<file path="config.mk">
export PLATFORM = sky130hd
export DESIGN_NAME = seq_divider_32by16_flat
export DESIGN_NICKNAME = d
export VERILOG_FILES = /design/src/rtl/seq_divider_32by16_pkg.sv /design/src/rtl/seq_divider_32by16_if.sv /design/src/rtl/seq_divider_32by16_div_step.sv /design/src/rtl/seq_divider_32by16.sv /design/src/flat_wrapper.sv
export SDC_FILE = /design/constraint.sdc
export NUM_CORES = 1
export LEC_CHECK = 0
export CAP_MARGIN = 30
export CORE_MARGIN = 3
export CORE_UTILIZATION = 49
export DETAILED_ROUTE_END_ITERATION = 10
export HOLD_SLACK_MARGIN = 0.1
export PLACE_DENSITY = 0.82
export SETUP_SLACK_MARGIN = 0.5
export SLEW_MARGIN = 5
export SYNTH_ARGS = -nofsm -noshare
export SYNTH_HDL_FRONTEND = slang
export SYNTH_SLANG_ARGS = --single-unit
</file>
<file path="constraint.sdc">
create_clock -name clk -period 2.4 [get_ports clk]
set_input_delay 0.36 -clock clk [delete_from_list [all_inputs] [get_ports clk]]
set_output_delay 0.36 -clock clk [all_outputs]
set_load 0.02 [all_outputs]
</file>
<file path="src/rtl/seq_divider_32by16_pkg.sv">
// Shared widths, FSM encoding and constants for the
// 32-by-16 sequential restoring divider.
package seq_divider_32by16_pkg;
    localparam int W  = 16;
    localparam int CW = $clog2(W) + 1;

    localparam logic [W-1:0]  ALL_ONES = '1;
    localparam logic [CW-1:0] CNT_LAST = CW'(W - 1);

    localparam logic [1:0] IDLE = 2'd0;
    localparam logic [1:0] CALC = 2'd1;
    localparam logic [1:0] DONE = 2'd2;
endpackage

</file>
<file path="src/rtl/seq_divider_32by16_if.sv">
// Request/result bundle between a divider client
// and the divider.
interface seq_divider_32by16_if;
    import seq_divider_32by16_pkg::*;

    logic           start;
    logic [2*W-1:0] dividend;
    logic [W-1:0]   divisor;
    logic           busy;
    logic           done;
    logic [W-1:0]   quotient;
    logic [W-1:0]   remainder;
    logic           div_by_zero;
    logic           overflow;

    modport master (
        output start, dividend, divisor,
        input  busy, done, quotient, remainder,
        input  div_by_zero, overflow
    );

    modport slave (
        input  start, dividend, divisor,
        output busy, done, quotient, remainder,
        output div_by_zero, overflow
    );
endinterface

</file>
<file path="src/rtl/seq_divider_32by16_div_step.sv">
// One restoring-division step: trial subtract of the
// divisor from the shifted partial remainder.
module seq_divider_32by16_div_step
    import seq_divider_32by16_pkg::*;
(
    input  logic [W:0]   i_t,
    input  logic [W-1:0] i_dvsr,
    output logic [W:0]   o_r,
    output logic         o_qbit
);
    logic [W:0] w_dvsr;
    logic [W:0] w_diff;

    assign w_dvsr = {1'b0, i_dvsr};
    assign w_diff = i_t - w_dvsr;
    assign o_qbit = (i_t >= w_dvsr);
    assign o_r    = o_qbit ? w_diff : i_t;
endmodule

</file>
<file path="src/rtl/seq_divider_32by16.sv">
// Iterative restoring divider, one quotient bit per
// clock, with divide-by-zero and overflow precheck.
module seq_divider_32by16
    import seq_divider_32by16_pkg::*;
(
    input  logic                  clk,
    input  logic                  rst_n,
    seq_divider_32by16_if.slave   bus
);
    logic [1:0]    r_state;
    logic [W:0]    r_rem;
    logic [W-1:0]  r_q;
    logic [W-1:0]  r_dvsr;
    logic [CW-1:0] r_cnt;
    logic [W-1:0]  r_quot;
    logic [W-1:0]  r_remo;
    logic          r_dbz;
    logic          r_ovf;

    logic          w_accept;
    logic [W-1:0]  w_hi;
    logic          w_zero;
    logic          w_big;
    logic [W:0]    w_t;
    logic [W:0]    w_r;
    logic          w_qbit;
    logic [W-1:0]  w_qnext;

    assign w_hi     = bus.dividend[2*W-1:W];
    assign w_zero   = (bus.divisor == '0);
    assign w_big    = (w_hi >= bus.divisor);
    assign w_accept = bus.start &&
                      (r_state == IDLE || r_state == DONE);

    assign w_t     = {r_rem[W-1:0], r_q[W-1]};
    assign w_qnext = {r_q[W-2:0], w_qbit};

    seq_divider_32by16_div_step u_step (
        .i_t    (w_t),
        .i_dvsr (r_dvsr),
        .o_r    (w_r),
        .o_qbit (w_qbit)
    );

    always_ff @(posedge clk or negedge rst_n) begin
        if (!rst_n) begin
            r_state <= IDLE;
            r_rem   <= '0;
            r_q     <= '0;
            r_dvsr  <= '0;
            r_cnt   <= '0;
            r_quot  <= '0;
            r_remo  <= '0;
            r_dbz   <= 1'b0;
            r_ovf   <= 1'b0;
        end else if (w_accept) begin
            r_dbz <= 1'b0;
            r_ovf <= 1'b0;
            if (w_zero) begin
                r_dbz   <= 1'b1;
                r_quot  <= ALL_ONES;
                r_remo  <= bus.dividend[W-1:0];
                r_state <= DONE;
            end else if (w_big) begin
                r_ovf   <= 1'b1;
                r_quot  <= ALL_ONES;
                r_remo  <= '0;
                r_state <= DONE;
            end else begin
                r_rem   <= {1'b0, w_hi};
                r_q     <= bus.dividend[W-1:0];
                r_dvsr  <= bus.divisor;
                r_cnt   <= '0;
                r_state <= CALC;
            end
        end else begin
            case (r_state)
                CALC: begin
                    r_rem <= w_r;
                    r_q   <= w_qnext;
                    r_cnt <= r_cnt + 1'b1;
                    if (r_cnt == CNT_LAST) begin
                        r_quot  <= w_qnext;
                        r_remo  <= w_r[W-1:0];
                        r_state <= DONE;
                    end
                end
                DONE:    r_state <= IDLE;
                default: r_state <= IDLE;
            endcase
        end
    end

    assign bus.busy        = (r_state == CALC);
    assign bus.done        = (r_state == DONE);
    assign bus.quotient    = r_quot;
    assign bus.remainder   = r_remo;
    assign bus.div_by_zero = r_dbz;
    assign bus.overflow    = r_ovf;
endmodule

</file>
<file path="src/flat_wrapper.sv">
// flat-port wrapper written by rule: the top's interface ports become plain ports
module seq_divider_32by16_flat import seq_divider_32by16_pkg::*;
  (clk, rst_n, bus_start, bus_dividend, bus_divisor, bus_busy, bus_done, bus_quotient, bus_remainder, bus_div_by_zero, bus_overflow);
  seq_divider_32by16_if bus_i ();
  input  logic clk;
  input  logic rst_n;
  input wire logic [$bits(bus_i.start)-1:0] bus_start;
  input wire logic [$bits(bus_i.dividend)-1:0] bus_dividend;
  input wire logic [$bits(bus_i.divisor)-1:0] bus_divisor;
  output wire logic [$bits(bus_i.busy)-1:0] bus_busy;
  output wire logic [$bits(bus_i.done)-1:0] bus_done;
  output wire logic [$bits(bus_i.quotient)-1:0] bus_quotient;
  output wire logic [$bits(bus_i.remainder)-1:0] bus_remainder;
  output wire logic [$bits(bus_i.div_by_zero)-1:0] bus_div_by_zero;
  output wire logic [$bits(bus_i.overflow)-1:0] bus_overflow;
  assign bus_i.start = bus_start;
  assign bus_i.dividend = bus_dividend;
  assign bus_i.divisor = bus_divisor;
  assign bus_busy = bus_i.busy;
  assign bus_done = bus_i.done;
  assign bus_quotient = bus_i.quotient;
  assign bus_remainder = bus_i.remainder;
  assign bus_div_by_zero = bus_i.div_by_zero;
  assign bus_overflow = bus_i.overflow;
  seq_divider_32by16 u_core (.clk(clk), .rst_n(rst_n), .bus(bus_i));
endmodule
</file>
== Yosys cells after proc, flatten, opt, wreduce, memory -nomap -nowiden ==
Index checks and enable logic that the tools add are counted.
Word-level totals
  output and inout bits: 36
  register bits after elaboration: 89
  input port bits: 51
Operators by class
  mux-type cells: 31
  eq/ne operators: 7
  $lt $le $gt $ge: 2
  reductions and logical operators: 9
  add/subtract/negate cells: 2
  bitwise operators: 2
Operators by type and width (number)
  $mux W16: 19
  $mux W5: 4
  $ge A17 B16 Y1: 1
  $ge A16 B16 Y1: 1
  $logic_not A16 Y1: 1
  $sub A16 B16 Y16: 1
  $mux W2: 5
  $reduce_and A3 Y1: 3
  $add A5 B1 Y5 const B: 1
  $eq A5 B4 Y1 const B: 1
  $ne A2 B2 Y1 const B: 2
  $reduce_bool A2 Y1: 2
  $mux W1: 3
  $ne A3 B1 Y1 const B: 1
  $ne A3 B3 Y1 const B: 1
  $eq A2 B1 Y1 const B: 1
  $eq A2 B2 Y1 const B: 1
  $logic_not A2 Y1: 1
  $not A1 Y1: 2
  $logic_and A1 B1 Y1: 1
  $logic_or A1 B1 Y1: 1

== Logic depth before layout (Yosys ltp) ==
Gate-level depths: netlist (run 1).
  depth after elaboration: 5
  mapped depth: 12
  depth with buffers taken out: 11

== Cells and area by module ==
Synthesis (run 1) repeated with hierarchy kept, for this count alone.
Unflattened totals
  cell total of the unflattened synthesis: 590
  area, all modules: 5642.9 um^2
Modules (own cells, without submodules)
  seq_divider_32by16: cells an instance 453, seq. area each 2227.1 um^2, area an instance 4575.6 um^2, instances 1
  seq_divider_32by16_div_step: cells an instance 137, seq. area each 0.0 um^2, area an instance 1067.3 um^2, instances 1

== Worst setup path after synthesis (run 1) ==
Ideal clock, no wire load.
  path kind: register to register
  start point: register u_core.r_rem[0]
  end point: register u_core.r_rem[0]
  clock period less this slack: 2597 ps
  cell stages (with the launch flop): 9
  arrival time: 2503 ps
  library setup time: 94 ps
  path buffers: 0
  path slack: -197 ps
  cell sequence: dfrtp_1 > ha_1 > nor2b_1 > o31a_1 > o31ai_4 > a311oi_2 > o31ai_2 > mux2_2 > a211oi_1
On the way
  longest elaborated chain between the ends: 4
RTL lines
  start, declared: RTL line seq_divider_32by16.sv:11  | logic [W:0] r_rem;
  start signal, assigned: RTL line seq_divider_32by16.sv:70  | r_rem <= {1'b0, w_hi};
  start signal, assigned: RTL line seq_divider_32by16.sv:79  | r_rem <= w_r;
  $ge A17 B16 Y1: RTL line seq_divider_32by16_div_step.sv:16  | assign o_qbit = (i_t >= w_dvsr);
  $mux W16: RTL line seq_divider_32by16_div_step.sv:17  | assign o_r = o_qbit ? w_diff : i_t;
  $mux W16: RTL line seq_divider_32by16.sv:77  | case (r_state)
  $mux W16: RTL line seq_divider_32by16.sv:56  | end else if (w_accept) begin
Every way passes these cells. The select of a mux whose other input is x is not followed.
A chain may end at the register's enable or synchronous reset.

== Final worst setup path (run 1) ==
  start point: register u_core.r_q[15]
  end point: register u_core.r_remo[14], in the netlist u_core.bus.remainder[14]
On the way
  longest elaborated chain between the ends: 5
RTL lines
  start, declared: RTL line seq_divider_32by16.sv:12  | logic [W-1:0] r_q;
  start signal, assigned: RTL line seq_divider_32by16.sv:71  | r_q <= bus.dividend[W-1:0];
  start signal, assigned: RTL line seq_divider_32by16.sv:80  | r_q <= w_qnext;
  $sub A16 B16 Y16 or $ge A17 B16 Y1 (tied branches): RTL line seq_divider_32by16_div_step.sv:15, seq_divider_32by16_div_step.sv:16
  $mux W16 (*): RTL line seq_divider_32by16_div_step.sv:17
  $mux W16 (*): RTL line seq_divider_32by16.sv:82  | if (r_cnt == CNT_LAST) begin
  $mux W16 (*): RTL line seq_divider_32by16.sv:77
  $mux W16 (*): RTL line seq_divider_32by16.sv:56
  end signal, assigned: RTL line seq_divider_32by16.sv:62  | r_remo <= bus.dividend[W-1:0];
  end signal, assigned: RTL line seq_divider_32by16.sv:84  | r_remo <= w_r[W-1:0];
  end, declared: RTL line seq_divider_32by16.sv:16  | logic [W-1:0] r_remo;
Mark *: on every way between the ends. The rest lies on a longest branch, timed or not. The select of a mux whose other input is x is not followed.

==> metrics, run 1 <==
outcome=complete, but fails checks; violated checks=negative setup slack; DRC errors left=0; Top delay family on crit path=compound AO/OA/AOI/OAI gates; Yosys Warn Count=0; GR Util All Layers=34.40%; flops & latches, synth=89; first-pass GRT wire length=31.71 mm; IO Count=87; Antenna diodes=0; layout cells sized above 1=41.43%; Clock Tree Buf Depth=2; worst-path maximum fanout=6; post-DR vias/cell=6.776; vias in the first global route=6052; worst r2r src=u_core.r_q[15]; CP arrival=3100 ps; synth-to-layout area growth=60.78%; startpoint type of the worst setup path=register; Final GP Congestion=0.9579; post-synthesis simple-gate area fraction=16.17%; DRT antenna net count=0; DR WL/cell=25.62 microns; Hold Crit Depth=3; Initial Util=50.75%; die height=109.9 microns; Post-Place Worst Slack=-381.1 ps; Tot Pwr=15.41 mW; Die ar.=12070 sq um; clk_lat worst skew=380 ps; Fmax=0.3525 GHz; Post-synth EDFFs=0; post-synthesis async set-or-reset flop share=100.0%; row count=37; Buf/Inv on CP=4; VDD IR-drop max=0.0008940 V; largest net degree at the start of global routing=79; Vias=6336; total global routing overflow=0; CTS tree=yes; Iteration-0 DRC Markers=904; Final TNS setup=-11440 ps; DP Cell Count=886; DR pass1 iterations=7; reg-to-reg endpoint=u_core.bus.remainder[14]; WHS Endpoint=u_core.r_dvsr[8]; Post-Synth Adder-Cell Area=8.426%; Hold Crit Class=input pin to register; Max-Cap Viols=0; H-tree levels=3; Slew Limit Fails=0; Detailed Route WL=23.96 mm; RSZ-0062 raised after global routing=true; Compound-Gate Fraction of Synth Area=21.94%; Crit-path slowest cell=dfrtp_1; Main synth FF type=dfrtp_1; core area=10420 sq um; Worst Setup End Kind=register; Net Count, Synth=667; commonest cells after routing, fill and taps aside=125 x buf_4, 88 x dfrtp_1, 68 x nand2_1; port bufs=86; initial antenna violation count=0; Worst path max stage delay=400 ps; Slew @ Worst Pin=587.8 ps; final setup violating endpoints=34; Inserted Clock Buffers=9; endpoints failing hold=0; Final WS setup=-437.2 ps; Pwr Density=1813 nW/um^2; leak pwr=3.682 nW; Min-Delay Startpoint=bus_divisor[8]; CP Class=register to register; fin crit share=118.2%; fin cells=935; Clk Tree Root Cell=clkbuf_8; fin nets=880; syn avg cell area=9.099 sq um; largest family of logic cells by synthesized area=compound AO/OA/AOI/OAI gates; crit path cell chain=inv_1, ha_1, buf_4, nor2b_4, o31a_1, o31ai_4, a311oi_2, o31a_1, buf_4, clkbuf_16, mux2i_1, o31ai_1; r2r worst-path depth=12; Synth Instances=581; CTS clk-pin slew, worst paths=100 ps; Detailed Place HPWL=12.39 mm; most common cell after layout, fill and taps aside=buf_4; R2R setup slack=-440 ps; sequential fraction of the synthesis area=42.13%; Yosys cell types=61; Horiz. Die Dim=109.9 microns; mapped cell area=5286 sq um; data required time of the critical path=2660 ps; clock sink total=89; Clock Skews=11.84 ps; crit path time final=2837 ps; xor and xnor fraction of the mapped netlist area=1.822%; proportion of synthesized area in mux cells=3.716%; relative max-transition margin=60.40%
## through the flow
step	instance area, sq um	utilization [%]	hold slack [ps]
4_1_cts	8099	77.75	351.1
3_5_place_dp	7243	69.54	208.4
3_3_place_gp	7243	69.54	207.6
6_report	8499	81.60	285.7
5_1_grt	8499	81.60	265.8
2_1_floorplan	5485	-	64.41
## synth_stat cells, types with 6 or more instances
cell / number / area share, %
nand2_1: 76 / 5.4
a21o_1: 6 / 0.85
ha_1: 34 / 8.0
a32oi_1: 12 / 2.0
a21oi_1: 17 / 1.6
nand2b_1: 6 / 0.71
o21ai_0: 38 / 3.6
a211oi_1: 15 / 2.1
nor3_1: 19 / 1.8
inv_1: 37 / 2.6
nand3_1: 6 / 0.57
o21ai_1: 9 / 0.85
o22a_1: 17 / 2.8
dfrtp_1: 89 / 42
a31oi_1: 18 / 2.1
xnor2_1: 7 / 1.2
mux2i_1: 16 / 3.0
clkbuf_1: 29 / 2.1
nor2_1: 48 / 3.4
## worst register-to-register path, cell delays in order, from the launching register on
cell       delay (ps)
dfrtp_1           400
inv_1             100
ha_1              200
buf_4             140
nor2b_4            40
o31a_1            290
o31ai_4           250
a311oi_2          160
o31a_1            340
buf_4             160
clkbuf_16         180
mux2i_1           180
o31ai_1           300
## sequential cells by signal, summed over array words and instances, names as in the netlist
name	count
u_core.r_cnt	5
u_core.bus.div_by_zero	1
u_core.r_rem	16
u_core.bus.quotient	16
u_core.r_q	16
u_core.bus.remainder	16
u_core.bus.overflow	1
u_core.r_dvsr	16
u_core.r_state	2
## cells by family (layout without fill, tap and decap cells)
| family | Yosys count | in the layout |
|---|---|---|
| compound gates | 166 | 166 |
| xor+xnor | 11 | 11 |
| fa+ha+maj | 35 | 35 |
| buf+inv | 74 | 292 |
| flops | 89 | 89 |
| mux | 19 | 19 |
| simple gates | 187 | 187 |
## timing repair
action,in CTS,in global routing
gates cloned,2,5
buffers inserted,17,8
pin swaps,32,39
hold buffers,1,0
gates resized for setup,174,107
endpoints found under the setup margin,91,81
hold endpoints to repair,11,0
## power breakdown
group | total, mW | switching, mW | internal, mW
sequential | 2.83 | 0.638 | 2.19
clock | 1.20 | 0.600 | 0.599
combinational | 11.4 | 5.95 | 5.43
total | 15.4 | 7.19 | 8.22
## metal layers
layer	routed length, microns	track usage (%)	share of wire, %
met5	0	0	0
met4	2245	19.15	9.4
met3	2567	5.931	11
met2	11440	59.06	48
met1	7699	40.57	32
## how the worst max path moves through the flow
stage | startpoint | endpoint | depth (start not counted)
finish | u_core.r_q[15] | u_core.bus.remainder[14] | 12
global route | u_core.r_rem[2] | u_core.bus.remainder[14] | 9
CTS | u_core.r_dvsr[1] | u_core.r_rem[0] | 10
detailed placement | bus_divisor[6] | u_core.bus.remainder[14] | 13
global placement | bus_divisor[9] | u_core.r_rem[0] | 11
floorplan | u_core.r_rem[0] | u_core.r_rem[6] | 10
## cell type report
class,instances,area (sq um)
inverters,37,146.4
fillers,517,1917
clock inverters,5,87.58
repair buffers,239,2135
clock buffers,11,131.4
multi-input cells,418,3601
flip-flops and latches,89,2228
well taps,136,170.2
No activity file was read; power rests on OpenSTA's default activity.
==> inputs of run 2 (changes only) <==
- TNS_END_PERCENT: not set -> 5
==> run 2 against run 1 <==
Against the previous run: the flow still finishes with violations (negative setup slack); die area stayed put; core utilization shrank 3.6 points; routed wire length down 22%; combinational power decreased by 8%; critical endpoint unchanged.
==> metrics, run 2 (synthesis gave the netlist of run 1 again) <==
Initial Util=50.75%; first-pass GRT wire length=27.07 mm; Final WS setup=-311.8 ps; DR pass1 iterations=8; vias in the first global route=5376; clock sink total=89; relative max-transition margin=61.95%; GR Util All Layers=29.44%; most common cell after layout, fill and taps aside=buf_4; post-DR vias/cell=5.967; fin crit share=113.0%; RSZ-0062 raised after global routing=true; Horiz. Die Dim=109.9 microns; clock share of power=7.3%; Antenna diodes=0; Pwr Density=1765 nW/um^2; data required time of the critical path=2680 ps; CP Class=register to register; Power Internal=7.923 mW; clk_lat worst skew=380 ps; Slew Limit Fails=0; Detailed Place HPWL=12.22 mm; CP arrival=2990 ps; crit path time final=2712 ps; Clk Tree Root Cell=clkbuf_8; placed cell area=7148 sq um; largest net degree at the start of global routing=52; core area=10420 sq um; DRC errors left=0; net switching power=6.417 mW; CTS clk-pin slew, worst paths=100 ps; VDD IR-drop max=0.0008577 V; row count=37; Finished Cell Area=8123 sq um; Worst Setup End Kind=register; Hold Crit Class=input pin to register; port bufs=86; Final TNS setup=-6941 ps; outcome=complete, but fails checks; Clock Skews=14.90 ps; final setup violating endpoints=33; DRT antenna net count=0; endpoints failing hold=0; Fmax=0.3688 GHz; CTS tree=yes; Iteration-0 DRC Markers=542; Clock Tree Buf Depth=2; fin nets=858; IO Count=87; H-tree levels=3; initial antenna violation count=0; commonest cells after routing, fill and taps aside=118 x buf_4, 89 x dfrtp_1, 70 x nand2_1; Inserted Clock Buffers=9; Seq pwr share=19.2%; Final GP Congestion=0.8984; fin util=77.98%; startpoint type of the worst setup path=register; die height=109.9 microns; Max-Cap Viols=0; worst-path maximum fanout=6; synth-to-layout area growth=53.66%; Logic pwr share=73.5%; total global routing overflow=0; Vias=5448; violated checks=negative setup slack; Die ar.=12070 sq um; Net Sw Frac=44.75%; leak pwr=3.547 nW; Detailed Route WL=18.78 mm; Slew @ Worst Pin=564.8 ps; DR WL/cell=20.56 microns; layout cells sized above 1=36.16%
## run 2: cell types whose count changed in the layout (fill, tap and decap cells not counted), moves of 4 or more
cell,before,now
o21ai_2,12,7
o21ai_0,17,25
dlymetal6s2s_1,0,6
dlygate4sd2_1,5,10
clkdlybuf4s15_1,2,6
o21ai_1,14,10
a31oi_1,12,17
buf_4,125,118
buf_6,17,4
buf_2,11,0
## run 2: power groups by stage
stage | Sequential [mW] | Combinational [mW] | Clock [mW]
global placement | 2.64 | 8.19 | 0
detailed placement | 2.68 | 8.37 | 0
finish | 2.76 | 10.5 | 1.05
global route | 2.80 | 11.2 | 1.11
floorplan | 2.82 | 4.47 | 0
CTS | 2.66 | 9.30 | 1.03
## run 2: cell type report
type                       instances  area, sq um
multi-input combinational        418         3476
tap                              136        170.2
fill                             649         2293
clock inverter                     7        67.56
sequential                        89         2227
inverter                          37        138.9
clock buffer                       9        123.9
timing repair buffer             217         1919
## run 2: what timing repair did
item,4_1_cts,5_1_grt
hold buffers,1,0
cloned,0,1
endpoints found under the setup margin,89,75
pin swaps,29,54
setup buffers,3,4
resized for setup,121,107
endpoints found under the hold margin,38,0
## run 2: worst max-delay path: stages, from the launching register on
cell and delay (ps):
dfrtp_1 420, inv_2 100, ha_4 200, nor2b_4 130, o31a_1 270, o31ai_4 240, a311oi_2 140, o31a_1 400
buf_12 190, buf_12 130, mux2i_2 150, o31ai_1 230
## run 2: worst paths after layout
| check | cells past startpoint | start | slack (ps) | endpoint |
|---|---|---|---|---|
| setup / recovery | 11 | u_core.r_dvsr[1] | -310 | u_core.bus.remainder[14] |
| hold / removal | 3 | bus_divisor[9] | 340 | u_core.r_dvsr[9] |
| setup reg to reg | 11 | u_core.r_dvsr[1] | -310 | u_core.bus.remainder[14] |
| hold reg to reg | 1 | u_core.bus.quotient[8] | 500 | u_core.bus.quotient[8] |
| max in group asynchronous | 3 | rst_n | 1250 | u_core.bus.remainder[14] |
| min in group asynchronous | 2 | rst_n | 500 | u_core.bus.remainder[5] |
## run 2: per-layer routing
metal / wire (microns) / global-route usage (%) / vias up
met4: 675 / 11.40 / 0
met1: 7116 / 35.86 / 2627
li1: - / - / 2470
met3: 1452 / 5.285 / 55
met2: 9531 / 51.52 / 296
met5: 0 / 0 / -
## run 2: per-stage QoR
step / power, mW / setup WS [ps] / instances / hold WS (ps)
3_5_place_dp: 11.05 / -519.3 / 888 / 365.3
4_1_cts: 13.00 / -302.0 / 908 / 422.7
2_1_floorplan: 7.283 / -141.5 / 581 / 64.41
6_report: 14.34 / -311.8 / 913 / 336.6
5_1_grt: 15.14 / -368.9 / 913 / 361.6
3_3_place_gp: 10.82 / -452.4 / 888 / 360.1
==> inputs of run 3 (changes only) <==
- CORE_MARGIN: 3 -> not set
- CORE_UTILIZATION: 49 -> 45
- PLACE_DENSITY: 0.82 -> 0.77
==> run 3 against run 2 <==
Against the previous run: the run still ends with negative setup slack left; combinational power decreased by 5%; clock power increased by 47%; largest power group unchanged; maximum frequency increased by 2.4%; cell count increased by 2.3%; clock skew decreased by 4.0 ps; via count increased by 0.92%; count of clock-buffer cells in the layout increased by 2; non-clock buffer count increased by 14; sequential share of layout area decreased by 0.45 points; critical path type unchanged; global-route usage increased by 1.3 points.
==> metrics, run 3 (synthesis gave the netlist of run 1 again) <==
outcome=complete, but fails checks; violated checks=negative setup slack; post-DR vias/cell=5.887; Clock Tree Buf Depth=2; crit path cell chain=inv_2, ha_4, nor2b_4, o31a_1, o31ai_4, a311oi_2, o31a_1, buf_12, buf_12, mux2i_1, a211oi_1; DRT antenna net count=0; port bufs=86; Fillers=805; commonest cells after routing, fill and taps aside=124 x buf_4, 89 x dfrtp_1, 72 x nand2_1; fin cells=934; worst r2r src=u_core.r_dvsr[1]; H-tree levels=3; Vias=5498; CP arrival=2860 ps; fin crit share=110.4%; relative max-transition margin=66.97%; Final GP Congestion=1.012; Top delay family on crit path=compound AO/OA/AOI/OAI gates; Iteration-0 DRC Markers=430; DRC errors left=0; core area=11420 sq um; Crit-path slowest cell=dfrtp_1; clock sink total=89; Detailed Route WL=18.20 mm; Detailed Place HPWL=12.35 mm; CP Class=register to register; initial antenna violation count=0; layout cells sized above 1=37.29%; Clk Tree Root Cell=clkbuf_16; worst-path maximum fanout=9; fin nets=872; die height=110.4 microns; GR Util All Layers=30.77%; Clock Skews=10.93 ps; Pwr Density=1727 nW/um^2; largest net degree at the start of global routing=71; clk_lat worst skew=350 ps; Final WS setup=-248.9 ps; Max-Cap Viols=0; R2R setup slack=-250 ps; data required time of the critical path=2620 ps; crit path time final=2649 ps; Worst Setup End Kind=register; Min-Delay Startpoint=bus_divisor[9]; Inserted Clock Buffers=9; most common cell after layout, fill and taps aside=buf_4; DR WL/cell=19.48 microns; RSZ-0062 raised after global routing=true; Initial Util=46.30%; Fmax=0.3775 GHz; CTS tree=yes; leak pwr=3.617 nW; Worst path depth=11; Horiz. Die Dim=110.4 microns; DR pass1 iterations=5; Die ar.=12180 sq um; CTS clk-pin slew, worst paths=70 ps; r2r worst-path depth=11; VDD IR-drop max=0.0007636 V; row count=39; first-pass GRT wire length=27.92 mm; DP Cell Count=895; total global routing overflow=0; synth-to-layout area growth=56.24%; endpoints failing hold=0; Hold Crit Class=input pin to register; vias in the first global route=5551; multi-input logic area=3383 sq um; Slew Limit Fails=0; WHS Endpoint=u_core.r_dvsr[9]; Slew @ Worst Pin=490.3 ps; Worst Hold Slack=321.5 ps; Buf/Inv on CP=3; Worst path max stage delay=390 ps; Sequential cell area=2227 sq um; IO Count=87; Antenna diodes=0; Hold Crit Depth=3; final setup violating endpoints=33; reg-to-reg endpoint=u_core.r_rem[12]; startpoint type of the worst setup path=register
## run 3: changes by cell type in the layout (fill, tap and decap cells not counted), sizes merged
cell,previous run,this run
clkdlybuf4s15,6,3
clkinvlp,1,2
buf,130,154
dlymetal6s2s,6,0
clkinv,1,0
clkbuf,22,26
inv,42,38
bufinv,0,2
dlygate4sd2,10,7
## run 3: per-layer routing
metal  vias to the layer above  track usage (%)  share of wire (%)
met3                        43            4.644                6.8
met5                         -                0                  0
met2                       257            52.35                 49
li1                       2497                -                  -
met4                         0            12.31                3.0
met1                      2701            39.23                 41
## run 3: power breakdown
group	switching [mW]	internal (mW)	total, mW
clock	0.617	0.925	1.54
sequential	0.543	2.19	2.74
combinational	4.98	5.00	9.98
## run 3: final cells by class
type / instances / area share, %
clock buffer: 11 / 2.818
clock inverter: 5 / 1.060
inverter: 37 / 1.757
multi-input combinational: 418 / 40.96
sequential: 89 / 26.97
tap: 143 / 2.166
timing repair buffer: 231 / 24.27
## run 3: worst register-to-register path, cell delays in order (launching register included)
cell and delay (ps):
dfrtp_1 390, inv_2 110, ha_4 210, nor2b_4 130, o31a_1 290, o31ai_4 250
a311oi_2 150, o31a_1 310, buf_12 170, buf_12 140, mux2i_1 250, a211oi_1 130
## run 3: repair_timing
item / CTS / global route
hold endpoints to repair: 19 / 0
resized for setup: 159 / 87
setup endpoints to repair: 91 / 88
pin swaps: 38 / 27
hold buffers: 1 / 0
setup buffers: 18 / 3
cloned: 1 / 0
## run 3: worst max-delay path by stage
stage	from	end
2_1_floorplan	u_core.r_rem[0]	u_core.r_rem[6]
6_report	u_core.r_dvsr[1]	u_core.r_rem[12]
4_1_cts	u_core.r_rem[13]	u_core.bus.remainder[14]
5_1_grt	u_core.r_dvsr[1]	u_core.bus.remainder[14]
3_3_place_gp	bus_divisor[11]	u_core.bus.remainder[14]
3_5_place_dp	bus_divisor[11]	u_core.bus.remainder[14]
## run 3: metrics by stage
step | setup WS, ps | TNS [ps] | area (sq um) | util (%) | power [mW]
6_report | -248.9 | -5354 | 8259 | 72.33 | 14.26
4_1_cts | -218.3 | -4207 | 8033 | 70.35 | 13.42
3_3_place_gp | -699.7 | -48430 | 7157 | 62.68 | 10.70
2_1_floorplan | -141.5 | -2066 | 5303 | - | 7.283
3_5_place_dp | -687.8 | -50350 | 7157 | 62.68 | 10.94
5_1_grt | -346.8 | -7908 | 8259 | 72.33 | 15.02
